<file path="config.mk">
export PLATFORM = sky130hd
export DESIGN_NAME = mem_access
export DESIGN_NICKNAME = d
export VERILOG_FILES = /design/src/rtl/mem_access_pkg.sv /design/src/rtl/mem_access_load_extend.sv /design/src/rtl/mem_access.sv
export SDC_FILE = /design/constraint.sdc
export NUM_CORES = 1
export LEC_CHECK = 0
export ABC_CLOCK_PERIOD_IN_PS = 2500
export BUFFER_PORTS_ARGS = -buffer_cell sky130_fd_sc_hd__buf_2
export CAP_MARGIN = 20
export CORE_MARGIN = 3
export CORE_UTILIZATION = 47
export CTS_CLUSTER_DIAMETER = 50
export DETAILED_ROUTE_END_ITERATION = 10
export HOLD_SLACK_MARGIN = 0.06
export MAX_ROUTING_LAYER = met4
export PLACE_DENSITY = 0.82
export SYNTH_ARGS = -nofsm -noshare
export SYNTH_HDL_FRONTEND = slang
export SYNTH_SLANG_ARGS = --single-unit
</file>
<file path="constraint.sdc">
create_clock -name clk -period 2.5 [get_ports clk]
set_clock_uncertainty 0.2 [all_clocks]
set_input_delay 0.125 -clock clk [delete_from_list [all_inputs] [get_ports clk]]
set_output_delay 0.125 -clock clk [all_outputs]
set_load 0.01 [all_outputs]
</file>
<file path="src/rtl/mem_access_pkg.sv">
// Shared encodings for the MEM stage: memory-op codes, bus widths, FSM states
// and small decode helpers.
package mem_access_pkg;

  localparam int REG_W      = 32;
  localparam int REG_ADDR_W = 5;

  typedef enum logic [3:0] {
    MEM_NONE = 4'd0,
    MEM_LB   = 4'd1,
    MEM_LH   = 4'd2,
    MEM_LW   = 4'd3,
    MEM_LBU  = 4'd4,
    MEM_LHU  = 4'd5,
    MEM_SB   = 4'd6,
    MEM_SH   = 4'd7,
    MEM_SW   = 4'd8
  } memop_e;

  typedef enum logic [1:0] {
    ST_IDLE   = 2'd0,
    ST_ACCESS = 2'd1,
    ST_DONE   = 2'd2
  } mem_state_e;

  // Index of the final byte of a transfer (size - 1); unknown codes run as words.
  function automatic logic [1:0] memop_last_idx(input memop_e op);
    case (op)
      MEM_LB, MEM_LBU, MEM_SB: memop_last_idx = 2'd0;
      MEM_LH, MEM_LHU, MEM_SH: memop_last_idx = 2'd1;
      default:                 memop_last_idx = 2'd3;
    endcase
  endfunction

  function automatic logic memop_is_store(input memop_e op);
    memop_is_store = (op == MEM_SB) || (op == MEM_SH) || (op == MEM_SW);
  endfunction

  function automatic logic memop_is_load(input memop_e op);
    memop_is_load = (op == MEM_LB) || (op == MEM_LH) || (op == MEM_LW) ||
                    (op == MEM_LBU) || (op == MEM_LHU);
  endfunction

endpackage

</file>
<file path="src/rtl/mem_access_load_extend.sv">
// Sign/zero extension of an assembled load word according to the memory op.
module mem_access_load_extend
  import mem_access_pkg::*;
(
  input  memop_e           memop_i,
  input  logic [REG_W-1:0] raw_i,
  output logic [REG_W-1:0] ext_o
);

  always_comb begin
    ext_o = raw_i;
    case (memop_i)
      MEM_LB:  ext_o = {{24{raw_i[7]}}, raw_i[7:0]};
      MEM_LBU: ext_o = {24'b0, raw_i[7:0]};
      MEM_LH:  ext_o = {{16{raw_i[15]}}, raw_i[15:0]};
      MEM_LHU: ext_o = {16'b0, raw_i[15:0]};
      default: ext_o = raw_i;
    endcase
  end

endmodule

</file>
<file path="src/rtl/mem_access.sv">
// MEM pipeline stage: byte-serial load/store over a req/ack port, stalling
// the pipe while a transfer is in flight.
//
// state  | meaning
// IDLE   | no transfer; a new memory op is accepted here
// ACCESS | one byte request outstanding, advancing on mem_ack_i
// DONE   | one-cycle result presentation, then back to IDLE
module mem_access
  import mem_access_pkg::*;
#(
  parameter int ADDR_W = 32
) (
  input  logic                  clk,
  input  logic                  rst,
  input  logic [REG_W-1:0]      exmem_res_in,
  input  logic [REG_ADDR_W-1:0] exmem_rdest_in,
  input  logic                  exmem_we_in,
  input  logic [3:0]            exmem_memop_in,
  input  logic [REG_W-1:0]      exmem_sdata_in,
  output logic                  mem_req_o,
  output logic                  mem_wr_o,
  output logic [ADDR_W-1:0]     mem_addr_o,
  output logic [7:0]            mem_wdata_o,
  input  logic [7:0]            mem_rdata_i,
  input  logic                  mem_ack_i,
  output logic                  stallreq_mem_o,
  output logic [REG_W-1:0]      mem_res_out,
  output logic [REG_ADDR_W-1:0] mem_rdest_out,
  output logic                  mem_we_out
);

  mem_state_e state_q, state_d;
  logic [1:0]  k_q, k_d;
  logic [23:0] buf_q, buf_d;
  logic [7:0]  last_q, last_d;

  memop_e           op;
  logic             is_store;
  logic             is_load;
  logic [1:0]       last_idx;
  logic [REG_W-1:0] raw_word;
  logic [REG_W-1:0] ext_word;

  assign op       = memop_e'(exmem_memop_in);
  assign is_store = memop_is_store(op);
  assign is_load  = memop_is_load(op);
  assign last_idx = memop_last_idx(op);

  always_ff @(posedge clk) begin
    if (!rst) begin
      state_q <= ST_IDLE;
      k_q     <= 2'd0;
      buf_q   <= 24'd0;
      last_q  <= 8'd0;
    end else begin
      state_q <= state_d;
      k_q     <= k_d;
      buf_q   <= buf_d;
      last_q  <= last_d;
    end
  end

  always_comb begin
    state_d     = state_q;
    k_d         = k_q;
    buf_d       = buf_q;
    last_d      = last_q;
    mem_req_o   = 1'b0;
    mem_wr_o    = 1'b0;
    mem_addr_o  = '0;
    mem_wdata_o = 8'd0;
    case (state_q)
      ST_IDLE: begin
        if (op != MEM_NONE) begin
          state_d = ST_ACCESS;
          k_d     = 2'd0;
          buf_d   = 24'd0;
          last_d  = 8'd0;
        end
      end
      ST_ACCESS: begin
        mem_req_o  = 1'b1;
        mem_wr_o   = is_store;
        mem_addr_o = exmem_res_in[ADDR_W-1:0] + ADDR_W'(k_q);
        case (k_q)
          2'd0:    mem_wdata_o = exmem_sdata_in[7:0];
          2'd1:    mem_wdata_o = exmem_sdata_in[15:8];
          2'd2:    mem_wdata_o = exmem_sdata_in[23:16];
          default: mem_wdata_o = exmem_sdata_in[31:24];
        endcase
        if (mem_ack_i) begin
          // The final byte goes to its own register so the word assembles
          // without shifting regardless of transfer size.
          if (is_load) begin
            if (k_q == last_idx) begin
              last_d = mem_rdata_i;
            end else begin
              case (k_q)
                2'd0:    buf_d[7:0]   = mem_rdata_i;
                2'd1:    buf_d[15:8]  = mem_rdata_i;
                default: buf_d[23:16] = mem_rdata_i;
              endcase
            end
          end
          if (k_q == last_idx) state_d = ST_DONE;
          else                 k_d     = k_q + 2'd1;
        end
      end
      ST_DONE: state_d = ST_IDLE;
      default: state_d = ST_IDLE;
    endcase
  end

  always_comb begin
    case (last_idx)
      2'd0:    raw_word = {24'b0, last_q};
      2'd1:    raw_word = {16'b0, last_q, buf_q[7:0]};
      default: raw_word = {last_q, buf_q};
    endcase
  end

  mem_access_load_extend u_load_extend (
    .memop_i (op),
    .raw_i   (raw_word),
    .ext_o   (ext_word)
  );

  assign stallreq_mem_o = (op != MEM_NONE) && (state_q != ST_DONE);

  always_comb begin
    mem_res_out   = '0;
    mem_rdest_out = '0;
    mem_we_out    = 1'b0;
    if (op == MEM_NONE) begin
      mem_res_out   = exmem_res_in;
      mem_rdest_out = exmem_rdest_in;
      mem_we_out    = exmem_we_in;
    end else if (!stallreq_mem_o) begin
      mem_rdest_out = exmem_rdest_in;
      if (is_load) begin
        mem_res_out = ext_word;
        mem_we_out  = exmem_we_in;
      end
    end
  end

endmodule
</file>
# After elaboration in Yosys (flattened, before gate mapping)
# Index checks and enable logic that the tools add are counted.
[word_totals]
output_inout_bits = 81
ff_bits = 36
word_cells = 89
in_bits = 85
[op_classes]
addsub = 2
n_reduce_logical = 22
n_eq_ne = 22
n_mux = 37
[op_table]
columns = ["op", "count"]
rows = [
  ["two-way mux 32 bit", 4],
  ["one-hot mux 32 bit (4 select lines)", 1],
  ["two-way mux 24 bit", 4],
  ["two-way mux 8 bit", 8],
  ["one-hot mux 32 bit (2 select lines)", 1],
  ["one-hot mux 24 bit (2 select lines)", 1],
  ["adder 32 x 2 -> 32 bit", 1],
  ["one-hot mux 8 bit (3 select lines)", 1],
  ["AND reduction 6 bit", 3],
  ["== test 4 x 3 -> 1 bit, second input constant", 4],
  ["one-hot mux 8 bit (2 select lines)", 1],
  ["inequality test 2 bit, second input constant", 7],
  ["two-way mux 2 bit", 6],
  ["one-hot mux 2 bit (2 select lines)", 3],
  ["two-way mux 5 bit", 2],
  ["== test 4 x 2 -> 1 bit, second input constant", 2],
  ["== test 2 x 1 -> 1 bit, second input constant", 3],
  ["logical NOT 2 bit", 3],
  ["logical OR 1 bit", 6],
  ["OR reduction 3 bit", 2],
  ["two-way mux 1 bit", 5],
  ["AND reduction 5 bit", 1],
  ["== test 4 x 1 -> 1 bit, second input constant", 1],
  ["== test 4 bit, second input constant", 1],
  ["11 further kinds", 12],
]

# Longest topological paths before layout
[logic_depth]
depth_word = 9
mapped_depth = 8
ltp_nobuf = 7

# By module
# From an unflattened synthesis, not the netlist that was laid out.
[hier_totals]
cells_unflattened = 499
area_unflattened_um2 = 3887.5
[modules_own_cells]
columns = ["mod", "area_each_um2", "instances", "seq_area_each_um2", "cells_per_inst"]
rows = [
  ["mem_access", 3553.4, 1, 720.7, 454],
  ["mem_access_load_extend", 334.1, 1, 0.0, 45],
]

# Worst setup path after synthesis
# No wires, ideal clock.
[synth_path]
kind = "reg2out"
start = "reg k_q[0]"
end = "out mem_addr_o[28]"
path_stages_with_launch = 9
setup_slack_ns = 0.201
path_buffers = 1
t_required_ns = 2.175
arrival_ns = 1.974
cell_sequence = "dfxtp_1 ha_1 fa_1 nand4_1 nor3_1 buf_2 nand4_1 or3_1 nand2_1"
[synth_between]
elab_chain_len = 2
[synth_lines]
columns = ["element", "line_no", "rtl"]
rows = [
  ["start, declared", "mem_access.sv:33", "logic [1:0] k_q, k_d;"],
  ["start signal, assigned", "mem_access.sv:57", "k_q <= k_d;"],
  ["adder 32 x 2 -> 32 bit", "mem_access.sv:84", "mem_addr_o = exmem_res_in[ADDR_W-1:0] + ADDR_W'(k_q);"],
  ["two-way mux 32 bit", "mem_access.sv:72", "case (state_q)"],
  ["end, declared", "mem_access.sv:22", "output logic [ADDR_W-1:0] mem_addr_o,"],
]
# No other way between the ends.

# Final worst setup path
# Ends and elaborated chain as after synthesis.

==> reports/qor.txt <==
Non-filler instance count after layout: 720
Drt pass-1 iters: 9
Final hold vios: 0
RSZ-0062 raised after global routing: yes
Setup violators final: 2
Design area: 4536 µm²
Final setup TNS: -0.08430 ns
DPL Wire Length: 9.802 mm
Clock power frac: 0.310
Starting DRT DRC Count: 351
Vias in the first global route: 3,753
Clock Path Buffers: 2
DR WL/cell: 17.19 µm
H-tree Lvls: 2
Post-Syn Instances: 454
Slowest CP cell: dfxtp_2
Crit path max-delay family: simple AND/OR/NAND/NOR gates
Placed insts: 696
Largest net degree at the start of global routing: 34
# nets final: 718
Register area share after synthesis: 0.2196
Most used cell along the critical path: nand4_1
Remaining global-route overflow: 0
Crit-path max cell delay: 0.36 ns
Rows: 29
CTS tree: yes
Worst Max-Slew Pin Slew: 0.5685 ns
# port buffers: 165
Cell Area, Placed: 4203 µm²
Syn Nets: 546
Final Worst Setup Slack: -0.06665 ns
Cts bufs inserted: 5
#FFs+latches synth: 36
Violations in the final reports: setup timing
Kind of critical path: reg -> out
Drc violations: 0
CP Cell Sequence: ha_4 -> fa_2 -> nand4_1 -> nor3_4 -> buf_4 -> nand4_1 -> or3_1 -> nand2_2 -> buf_6
Fmax: 389.6 MHz
Die Height: 89.56 µm
Most frequent cells in the layout: buf_2, nand2_1, nor2_1
Sequential share of power: 0.365
P&R area growth vs syn: 38.20%
Most common cell after layout, fill and taps aside: buf_2
Switch share: 0.3340
Comb pwr share: 0.325
Via count: 4,257
Initial antenna violation count: 0
WP buf/inv: 2
Power density cells: 362.8 nW/µm²
Worst skew pair latency: 0.30 ns
Layout cells sized above 1: 0.3700
CORE AREA: 6568 µm²
First-pass GRT wire length: 18.37 mm
ANT cells: 0
# clock sinks: 36
Vias per inst: 5.913
Leakage Power: 0.001983 µW
Ports: 166
CTS root buffer: clkbuf_8
Antenna Nets Post-Route: 0
CP max FO: 3
Fin crit share: 1.027
GRT Total Usage: 0.3010
Status: complete, but fails checks
Die area: 8021 µm²
CP arrival: 2.24 ns
HP Class: in -> reg
Synth cell types: 53
Ys Warns: 0
Reg clk slew, reported paths: 0.08 ns
Die X: 89.56 µm
GP Congestion: 0.9831
MaxCap Viol Count: 0
Setup crit end kind: primary output
Slew margin rel.: 0.6210
Critical Path RT: 2.17 ns
CP Launch Type: flip-flop
Pins Over Slew Limit: 0
Mapped cell area: 3282 µm²
Min Tclk post-route: 2.567 ns
Total power: 1646 µW
Starting density of the core: 0.4997
NetSw: 549.7 µW
Peak VDD IR: 0.4335 mV
Avg Inst Size Synth: 7.229 µm²
Int Pwr: 1096 µW
Detailed-route wire length: 12.38 mm
[registers in the layout, summed over array words and instances (netlist names)]
register and count:
k_q 2, last_q 8, state_q 2, buf_q 24
[final timing paths]
| check | start | endpoint | slack, ns | cells past startpoint |
|---|---|---|---|---|
| worst max-delay path | k_q[0] | mem_addr_o[28] | -0.07 | 9 |
| worst min-delay path | exmem_memop_in[3] | k_q[1] | 0.27 | 5 |
| worst max register to register | k_q[0] | buf_q[8] | 0.31 | 7 |
| worst min register to register | buf_q[23] | buf_q[23] | 0.27 | 1 |
[power by group through the flow]
stage | Combinational, µW | Sequential, µW | Clock [µW]
4_1_cts | 518 | 599 | 508
3_5_place_dp | 503 | 612 | 0
5_1_grt | 585 | 602 | 532
3_3_place_gp | 497 | 611 | 0
6_report | 535 | 600 | 511
2_1_floorplan | 291 | 607 | 0
[what timing repair did]
item,CTS,global route
hold buffers,10,0
setup buffers,3,4
pin swaps,4,2
hold endpoints to repair,33,0
setup endpoints to repair,11,40
resized for setup,4,16
[through the flow]
| step | utilization | setup WS [ns] | hold WS, ns |
|---|---|---|---|
| after detailed placement | 0.6399 | 0.08105 | 0.2012 |
| after global routing | 0.6906 | -0.1418 | 0.2906 |
| after floorplan | - | 0.2008 | 0.03234 |
| final | 0.6906 | -0.06665 | 0.2673 |
| after global placement | 0.6399 | 0.1929 | 0.1927 |
| after CTS | 0.6773 | 0.02222 | 0.2597 |
[Yosys cell counts, drive strengths merged]
master / count / share of area
nand2: 61 / 0.070
nor2: 56 / 0.064
o21ai: 40 / 0.063
dfxtp: 36 / 0.22
a21oi: 31 / 0.051
nand3: 26 / 0.043
clkbuf: 20 / 0.023
xor2: 20 / 0.053
a32o: 17 / 0.052
mux2i: 13 / 0.040
buf: 10 / 0.016
inv: 10 / 0.011
nand4: 10 / 0.021
o211ai: 10 / 0.027
o22ai: 10 / 0.023
and3: 9 / 0.017
a222oi: 8 / 0.024
o2bb2ai: 8 / 0.021
nor2b: 7 / 0.014
ha: 6 / 0.023
nor3: 5 / 0.0076
or3: 5 / 0.0095
xnor2: 5 / 0.013
a221oi: 4 / 0.011
a31oi: 4 / 0.0095
nor4: 4 / 0.021
nand2b: 3 / 0.0057
or4: 3 / 0.0069
a21boi: 2 / 0.0046
a32oi: 2 / 0.0076
and2: 2 / 0.0038
or2: 2 / 0.0038
or3b: 2 / 0.0069
fa: 1 / 0.0061
maj3: 1 / 0.0031
nand3b: 1 / 0.0023
[routing by layer]
metal | wire length [µm] | part of all wire | up-vias | GRT usage
met1 | 5127 | 0.41 | 1979 | 0.3791
met2 | 6061 | 0.49 | 237 | 0.5073
met3 | 1047 | 0.085 | 18 | 0.04240
met4 | 143 | 0.012 | 0 | 0.07172
li1 | - | - | 2023 | -
met5 | 0 | 0 | - | -
[cell families (layout without fill, tap and decap cells)]
group / Yosys count / in the layout / share of synthesized area
simple gates: 196 / 196 / 0.2966
mux: 13 / 13 / 0.03965
flops: 36 / 36 / 0.2196
xor+xnor: 25 / 25 / 0.06672
fa+ha+maj: 8 / 8 / 0.03202
compound gates: 136 / 136 / 0.2947
buf+inv: 40 / 213 / 0.05070
[tightest hold or removal path, cell delays in order]
cell and delay (ns):
buf_2 0.17, nand3_1 0.10, o211ai_1 0.13, nand3_1 0.12, a31oi_1 0.08
[cell type report]
class	instances	area, µm²
repair buffers	195	1086
clock buffers	5	68.82
clock inverters	3	42.54
multi-input cells	378	2457
flip-flops and latches	36	723.2
fillers	583	2032
well taps	93	116.4
inverters	10	41.29
Power figures use the tool's default switching activity.
